`src/rtl/mips_cpu_pkg.sv`:
```
// Shared types and constants for the mips_cpu memory-side logic.
package mips_cpu_pkg;

    typedef enum logic [1:0] {
        IDLE = 2'b00,
        IBUS = 2'b01,
        DBUS = 2'b10,
        ACK  = 2'b11
    } arb_state_t;

    typedef enum logic {
        GRANT_I = 1'b0,
        GRANT_D = 1'b1
    } grant_t;

    localparam logic [31:0] BUS_ERR_DATA = 32'hFFFF_FFFF;

endpackage

```
`src/rtl/mips_cpu_bus_timeout.sv`:
```
// Stall counter: expired_o fires on the TIMEOUT_CYCLES-th consecutive enabled cycle.
module mips_cpu_bus_timeout #(
    parameter int unsigned TIMEOUT_CYCLES = 1023
) (
    input  logic clk,
    input  logic reset,
    input  logic clr_i,
    input  logic en_i,
    output logic expired_o
);

    localparam int unsigned CNT_W = (TIMEOUT_CYCLES > 1) ? $clog2(TIMEOUT_CYCLES) : 1;
    localparam int unsigned LIMIT = (TIMEOUT_CYCLES == 0) ? 0 : TIMEOUT_CYCLES - 1;

    logic [CNT_W-1:0] cnt_q;
    logic [CNT_W-1:0] cnt_d;

    // Firing while the counter shows LIMIT makes the strobe last exactly TIMEOUT_CYCLES stall cycles.
    assign expired_o = (TIMEOUT_CYCLES != 0) && en_i && (cnt_q == CNT_W'(LIMIT));

    always_comb begin
        cnt_d = cnt_q;
        if (clr_i) begin
            cnt_d = '0;
        end else if (en_i && !expired_o) begin
            cnt_d = cnt_q + 1'b1;
        end
    end

    always_ff @(posedge clk) begin
        if (!reset) begin
            cnt_q <= '0;
        end else begin
            cnt_q <= cnt_d;
        end
    end

endmodule

```
`src/rtl/mips_cpu_mem_arbiter.sv`:
```
// Arbitrates the instruction-fetch and data requesters onto one Avalon-style memory master.
module mips_cpu_mem_arbiter
    import mips_cpu_pkg::*;
#(
    parameter int unsigned DATA_PRIORITY  = 1,
    parameter int unsigned TIMEOUT_CYCLES = 1023
) (
    input  logic        clk,
    input  logic        reset,
    input  logic        i_req,
    input  logic [31:0] i_addr,
    output logic        i_ack,
    output logic [31:0] i_rdata,
    input  logic        d_req,
    input  logic        d_we,
    input  logic [31:0] d_addr,
    input  logic [3:0]  d_byteenable,
    input  logic [31:0] d_wdata,
    output logic        d_ack,
    output logic [31:0] d_rdata,
    output logic [31:0] mem_address,
    output logic        mem_read,
    output logic        mem_write,
    output logic [3:0]  mem_byteenable,
    output logic [31:0] mem_writedata,
    input  logic        mem_waitrequest,
    input  logic [31:0] mem_readdata,
    output logic        bus_err,
    output logic        busy
);

    arb_state_t  state_q, state_d;
    grant_t      last_grant_q, last_grant_d;
    logic [31:0] addr_q, addr_d;
    logic        rd_q, rd_d;
    logic        wr_q, wr_d;
    logic [3:0]  be_q, be_d;
    logic [31:0] wdata_q, wdata_d;
    logic [31:0] i_rdata_q, i_rdata_d;
    logic [31:0] d_rdata_q, d_rdata_d;
    logic        bus_err_q, bus_err_d;
    logic        to_clr, to_en, to_expired;
    logic        grant_data;
    logic [31:0] rdata_sel;
    logic        unused_addr_lsbs;

    // Byte offset is dropped on the way out; lane selection is the requester's job.
    assign unused_addr_lsbs = ^{i_addr[1:0], d_addr[1:0]};

    mips_cpu_bus_timeout #(
        .TIMEOUT_CYCLES(TIMEOUT_CYCLES)
    ) u_timeout (
        .clk      (clk),
        .reset    (reset),
        .clr_i    (to_clr),
        .en_i     (to_en),
        .expired_o(to_expired)
    );

    always_comb begin
        state_d      = state_q;
        last_grant_d = last_grant_q;
        addr_d       = addr_q;
        rd_d         = rd_q;
        wr_d         = wr_q;
        be_d         = be_q;
        wdata_d      = wdata_q;
        i_rdata_d    = i_rdata_q;
        d_rdata_d    = d_rdata_q;
        bus_err_d    = bus_err_q;
        to_clr       = 1'b0;
        to_en        = 1'b0;
        rdata_sel    = mem_waitrequest ? BUS_ERR_DATA : mem_readdata;
        // On a tie, round-robin hands the bus to whoever was not served last.
        grant_data   = d_req && (!i_req || (DATA_PRIORITY != 0) || (last_grant_q == GRANT_I));

        case (state_q)
            IDLE: begin
                if (grant_data) begin
                    state_d = DBUS;
                    to_clr  = 1'b1;
                    addr_d  = {d_addr[31:2], 2'b00};
                    rd_d    = !d_we;
                    wr_d    = d_we;
                    be_d    = d_byteenable;
                    wdata_d = d_wdata;
                end else if (i_req) begin
                    state_d = IBUS;
                    to_clr  = 1'b1;
                    addr_d  = {i_addr[31:2], 2'b00};
                    rd_d    = 1'b1;
                    wr_d    = 1'b0;
                    be_d    = 4'b1111;
                    wdata_d = '0;
                end
            end
            IBUS, DBUS: begin
                to_en = mem_waitrequest;
                if (!mem_waitrequest || to_expired) begin
                    state_d      = ACK;
                    rd_d         = 1'b0;
                    wr_d         = 1'b0;
                    last_grant_d = (state_q == DBUS) ? GRANT_D : GRANT_I;
                    if (rd_q) begin
                        if (state_q == DBUS) d_rdata_d = rdata_sel;
                        else                 i_rdata_d = rdata_sel;
                    end
                    if (mem_waitrequest) bus_err_d = 1'b1;
                end
            end
            default: begin
                state_d = IDLE;
            end
        endcase
    end

    always_ff @(posedge clk) begin
        if (!reset) begin
            state_q      <= IDLE;
            last_grant_q <= GRANT_I;
            addr_q       <= '0;
            rd_q         <= 1'b0;
            wr_q         <= 1'b0;
            be_q         <= '0;
            wdata_q      <= '0;
            i_rdata_q    <= '0;
            d_rdata_q    <= '0;
            bus_err_q    <= 1'b0;
        end else begin
            state_q      <= state_d;
            last_grant_q <= last_grant_d;
            addr_q       <= addr_d;
            rd_q         <= rd_d;
            wr_q         <= wr_d;
            be_q         <= be_d;
            wdata_q      <= wdata_d;
            i_rdata_q    <= i_rdata_d;
            d_rdata_q    <= d_rdata_d;
            bus_err_q    <= bus_err_d;
        end
    end

    assign mem_address    = addr_q;
    assign mem_read       = rd_q;
    assign mem_write      = wr_q;
    assign mem_byteenable = be_q;
    assign mem_writedata  = wdata_q;
    assign i_rdata        = i_rdata_q;
    assign d_rdata        = d_rdata_q;
    assign bus_err        = bus_err_q;
    assign busy           = (state_q == IBUS) || (state_q == DBUS);
    assign i_ack          = (state_q == ACK) && (last_grant_q == GRANT_I);
    assign d_ack          = (state_q == ACK) && (last_grant_q == GRANT_D);

    a_rw_exclusive: assert property (@(posedge clk) disable iff (!reset) !(mem_read && mem_write));

endmodule

```
`config.mk`:
```
export PLATFORM = sky130hd
export DESIGN_NAME = mips_cpu_mem_arbiter
export DESIGN_NICKNAME = d
export VERILOG_FILES = /design/src/rtl/mips_cpu_pkg.sv /design/src/rtl/mips_cpu_bus_timeout.sv /design/src/rtl/mips_cpu_mem_arbiter.sv
export SDC_FILE = /design/constraint.sdc
export NUM_CORES = 1
export LEC_CHECK = 0
export CORE_UTILIZATION = 44
export CTS_CLUSTER_SIZE = 14
export DETAILED_ROUTE_END_ITERATION = 16
export PLACE_DENSITY = 0.85
export SLEW_MARGIN = 20
export SYNTH_ARGS = -nofsm -noshare
export SYNTH_HDL_FRONTEND = slang
export SYNTH_SLANG_ARGS = --single-unit
```
`constraint.sdc`:
```
create_clock -name clk -period 5.2 [get_ports clk]
set_input_delay 1.04 -clock clk [delete_from_list [all_inputs] [get_ports clk]]
set_output_delay 1.04 -clock clk [all_outputs]
set_load 0.005 [all_outputs]
```
==> results.cfg, run 1 <==
[route]
drtPass1Iterations = 4
ant_nets = 0
drt_iter0_markers = 320
num_vias = 4976
wl_per_cell_um = 19.6
post-route-drc-count = 0
vias_per_cell = 5.49
routed_wl_mm = 17.7

[cts]
clk_latency_ps = 420
cts_tree = built
hold_buffers = 0
post_cts_buffers = 0
cts_resized = 0
htree_levels = 4
cts_buffers = 17
cts.sinks = 146
clk_pin_slew_ps = 60
root_buffer = clkbuf_16
clk_path_buf_depth = 2

[pwr]
power.density_nw_per_um2 = 448
irDropWorstVdd_mv = 0.242
p_leak_uw = 0.00367

[timing]
finalSetupViolCount = 0
finalHoldViolations = 0
period_share_pct = 59.0
layout_setup_ws_ps = 2130
rsz0062_at_grt = false
slew_viol_final = 0
tns_ps = 0
hold_slack_ps = 464
fin_crit_ps = 3070
final.setup_skew_ps = 9.87
maxSlewHeadroom_pct = 50.0
tightest_slew_ps = 748
max_freq_mhz = 326

[global_route]
track_usage_pct = 26.9
grt_remaining_overflow = 0
grt_pass1_wl_mm = 26.6
grt_pass1_vias = 4875
grt_antenna_before_repair = 0
grt_max_degree = 70

[placement]
dp_hpwl_mm = 12.2
place_congestion = 0.780
post-place-ws_ps = 2100
portBuffers = 269
placed_cell_area_um2 = 8280

[logic_synthesis]
yosysSeqAreaShare_pct = 52.3
async_flop_share_pct = 0
synth_enable_flop_cells = 0
ys.flop_type = dfxtp_1
ys_ff_latch = 146
avgSynthCellArea_um2 = 11.6
yosys_warnings = 0
synthDistinctLibCells = 42
synth_area_um2 = 5590
netlist_instances = 484

[setup_path]
crit_arrival_ps = 2030
required_ps = 4160
reg2reg_slack_ps = 2710
cp-start-kind = flop
cp_max_fo = 14
endpoint_kind = output port
path_class = flop to output port

[floorplan]
rows = 40
ios = 276
die_area_um2 = 13200
fp.dieW_um = 115
die_h_um = 115
fp.coreArea_um2 = 12200
start_util_pct = 45.8

[final_layout]
drive_gt1_share_pct = 15.3
syn_to_final_growth_pct = 59.8
most-common-layout-cells = 267 x clkdlybuf4s50_1, 146 x dfxtp_1, 66 x o221a_2
fill_cells = 865
final_common_cell = clkdlybuf4s50_1
fin_area_um2 = 8930
num-nets-final = 871
diodes = 0

[worst_hold_path]
hold_class = flop to flop

[outcome]
status = completed

[run]
cap_violations = 0
[cell type report]
class / instances / area [um^2] / share of cell area (%)
Sequential cell: 146 / 2920 / 32.7
Clock buffer: 19 / 443 / 4.96
Inverter: 5 / 18.8 / 0.210
Clock inverter: 13 / 206 / 2.31
Timing Repair Buffer: 275 / 2730 / 30.6
Multi-Input combinational cell: 281 / 2400 / 26.9
Tap cell: 168 / 210 / 2.35
[final timing paths]
path,cells past startpoint,end,startpoint
worst min register to register,1,bus_err$_SDFFE_PN0P_,bus_err$_SDFFE_PN0P_
worst max register to register,8,i_rdata[26]$_SDFFE_PN0P_,state_q[1]$_SDFFE_PN0P_
worst max-delay path,3,busy,state_q[1]$_SDFFE_PN0P_
worst min-delay path,1,bus_err$_SDFFE_PN0P_,bus_err$_SDFFE_PN0P_
[sequential cells by signal (all words and copies together), names as in the netlist]
name,flops
d_rdata,32
i_rdata,32
mem_writedata,32
mem_address,30
u_timeout.cnt_q,10
mem_byteenable,4
state_q,2
bus_err,1
last_grant_q,1
mem_read,1
mem_write,1
[critical path: stages, from the launching register on]
cell             delay, ps
dfxtp_1                420
inv_1                   70
ha_1                   540
clkdlybuf4s50_1        580
[cell families (layout without fill, tap and decap cells)]
family                   Yosys count  count (layout)  synth area share [%]
buffers and inverters             58             312                  5.08
XOR/XNOR                           7               7                  1.10
flip-flops                       146             146                  52.3
AND/OR/NAND/NOR                   81              81                  6.94
multiplexers                      33              33                  5.91
other                              1               2                0.0671
adder cells (fa/ha/maj)            7               7                  1.57
AO/OA/AOI/OAI                    151             151                  27.1
[Yosys cell counts, drive strengths merged (3+ instances only)]
cell type | number | share of area [%]
a21boi | 4 | 0.54
a21oi | 4 | 0.43
a22o | 32 | 5.0
a311oi | 3 | 0.47
and2 | 3 | 0.34
and4 | 4 | 0.63
buf | 26 | 2.9
clkbuf | 27 | 1.8
dfxtp | 146 | 52
ha | 7 | 1.6
inv | 5 | 0.34
mux2i | 33 | 5.9
nand2 | 38 | 2.6
nand3 | 4 | 0.36
nand4 | 7 | 0.78
nor2 | 13 | 0.87
nor2b | 4 | 0.45
o211a | 30 | 5.4
o21ai | 3 | 0.34
o221a | 68 | 14
xnor2 | 5 | 0.78
[metrics by stage]
stage	cells	util, %	total power (uW)
after floorplan	485	-	2030
after global placement	875	67.8	2610
after detailed placement	875	67.8	2660
after CTS	907	73.1	4020
after global routing	907	73.2	4190
final	907	73.2	4000
[report_power, final]
part	internal, uW	switching, uW
combinational	674	538
clock	865	476
sequential	1320	124
total	2860	1140
[routing by layer]
layer  global-route usage [%]  up-vias  wire [um]
li1                         -     2326          -
met1                     29.3     2407       6860
met2                     47.3      217       9040
met3                     10.3       26       1490
met4                     10.7        0        350
met5                        0        -          0
Note: power is estimated with default switching activity, not from simulation.
==> inputs of run 2 (changes only) <==
- CORE_UTILIZATION: 44 -> 40
- PLACE_DENSITY: 0.85 -> 0.79
- clock period: 5.2 -> 3.1 ns (I/O delays scaled with it)
==> results.cfg, run 2 (same netlist as run 1, synthesis figures left out) <==
[outcome]
status = completed

[timing]
tns_ps = 0
tightest_slew_ps = 690
fin_crit_ps = 2640
finalSetupViolCount = 0
final.setup_skew_ps = 6.40
finalHoldViolations = 0
max_freq_mhz = 379
slew_viol_final = 0
period_share_pct = 85.0
hold_slack_ps = 475
rsz0062_at_grt = false
maxSlewHeadroom_pct = 54.0

[cts]
cts_buffers = 17
clk_pin_slew_ps = 60
cts_tree = built
root_buffer = clkbuf_16
cts_resized = 0
cts.sinks = 146
post_cts_buffers = 0
hold_buffers = 0
htree_levels = 4
clk_path_buf_depth = 2
clk_latency_ps = 410

[worst_hold_path]
hold_class = flop to flop

[floorplan]
die_area_um2 = 14500
die_h_um = 120
fp.dieW_um = 120
fp.coreArea_um2 = 13500
rows = 42
start_util_pct = 41.6
ios = 276

[global_route]
grt_remaining_overflow = 0
grt_pass1_wl_mm = 25.4
track_usage_pct = 22.6
grt_pass1_vias = 4872
grt_max_degree = 52
grt_antenna_before_repair = 0

[pwr]
irDropWorstVdd_mv = 0.391
power.density_nw_per_um2 = 729
internal-power_uw = 4590
p_comb_share_pct = 31.2
switching_share_pct = 29.6
pwr-share-clk_pct = 31.6
sequentialPowerShare_pct = 37.2
p_sw_uw = 1920
p_leak_uw = 0.00366

[final_layout]
drive_gt1_share_pct = 15.6
syn_to_final_growth_pct = 59.6
most-common-layout-cells = 267 x clkdlybuf4s50_1, 146 x dfxtp_1, 66 x o221a_2
final_common_cell = clkdlybuf4s50_1
utilization_pct = 66.3
num-nets-final = 874
instances_no_fill = 918
fin_area_um2 = 8920
diodes = 0

[placement]
place_congestion = 0.790
dp_hpwl_mm = 12.0
portBuffers = 269
place_inst = 886
placed_cell_area_um2 = 8320

[route]
ant_nets = 0
wl_per_cell_um = 18.2
drtPass1Iterations = 4
num_vias = 4972
post-route-drc-count = 0
routed_wl_mm = 16.7
drt_iter0_markers = 274
vias_per_cell = 5.42

[setup_path]
cp-start-kind = flop
cp_max_fo = 14
endpoint_kind = output port
crit_arrival_ps = 2020
required_ps = 2480
path_class = flop to output port

[run]
cap_violations = 0
==> run 2: power groups by stage <==
stage                     registers [uW]  clock network, uW  logic (uW)
after floorplan                     2460                  0         946
after global placement              2440                  0        1980
after detailed placement            2460                  0        2030
after CTS                           2420               2090        2050
after global routing                2460               2190        2190
final                               2420               2060        2030
==> run 2: worst paths after layout <==
check,startpoint,cells after the start,endpoint,slack [ps]
hold reg to reg,mem_writedata[5]$_SDFFE_PN0P_,1,mem_writedata[5]$_SDFFE_PN0P_,480
hold / removal,mem_writedata[5]$_SDFFE_PN0P_,1,mem_writedata[5]$_SDFFE_PN0P_,480
setup reg to reg,state_q[1]$_SDFFE_PN0P_,7,i_rdata[29]$_SDFFE_PN0P_,890
setup / recovery,state_q[1]$_SDFFE_PN0P_,3,busy,460
==> run 2: per-stage QoR <==
step                total power [uW]  setup WS (ps)
finish                          6510            465
global placement                4420            827
CTS                             6570            445
detailed placement              4490            789
floorplan                       3400           1280
global route                    6840            355
==> run 2: layout make-up <==
cell class              instances  area [um^2]
clock buffers                  17          425
clock inverters                15          175
fillers                      1057         4530
inverters                       5         18.8
multi-input cells             281         2400
flip-flops and latches        146         2920
well taps                     176          220
repair buffers                278         2770
==> run 2: critical path: stages, from the launching register on <==
cell and delay (ps):
dfxtp_1 430, inv_1 70, ha_1 520, clkdlybuf4s50_1 580
==> run 2: metal layers <==
layer	up-vias	wire, um	GRT usage (%)
met5	-	0	0
met3	23	1440	7.78
met4	0	402	9.18
met1	2374	6650	25.3
met2	228	8190	39.2
li1	2347	-	-
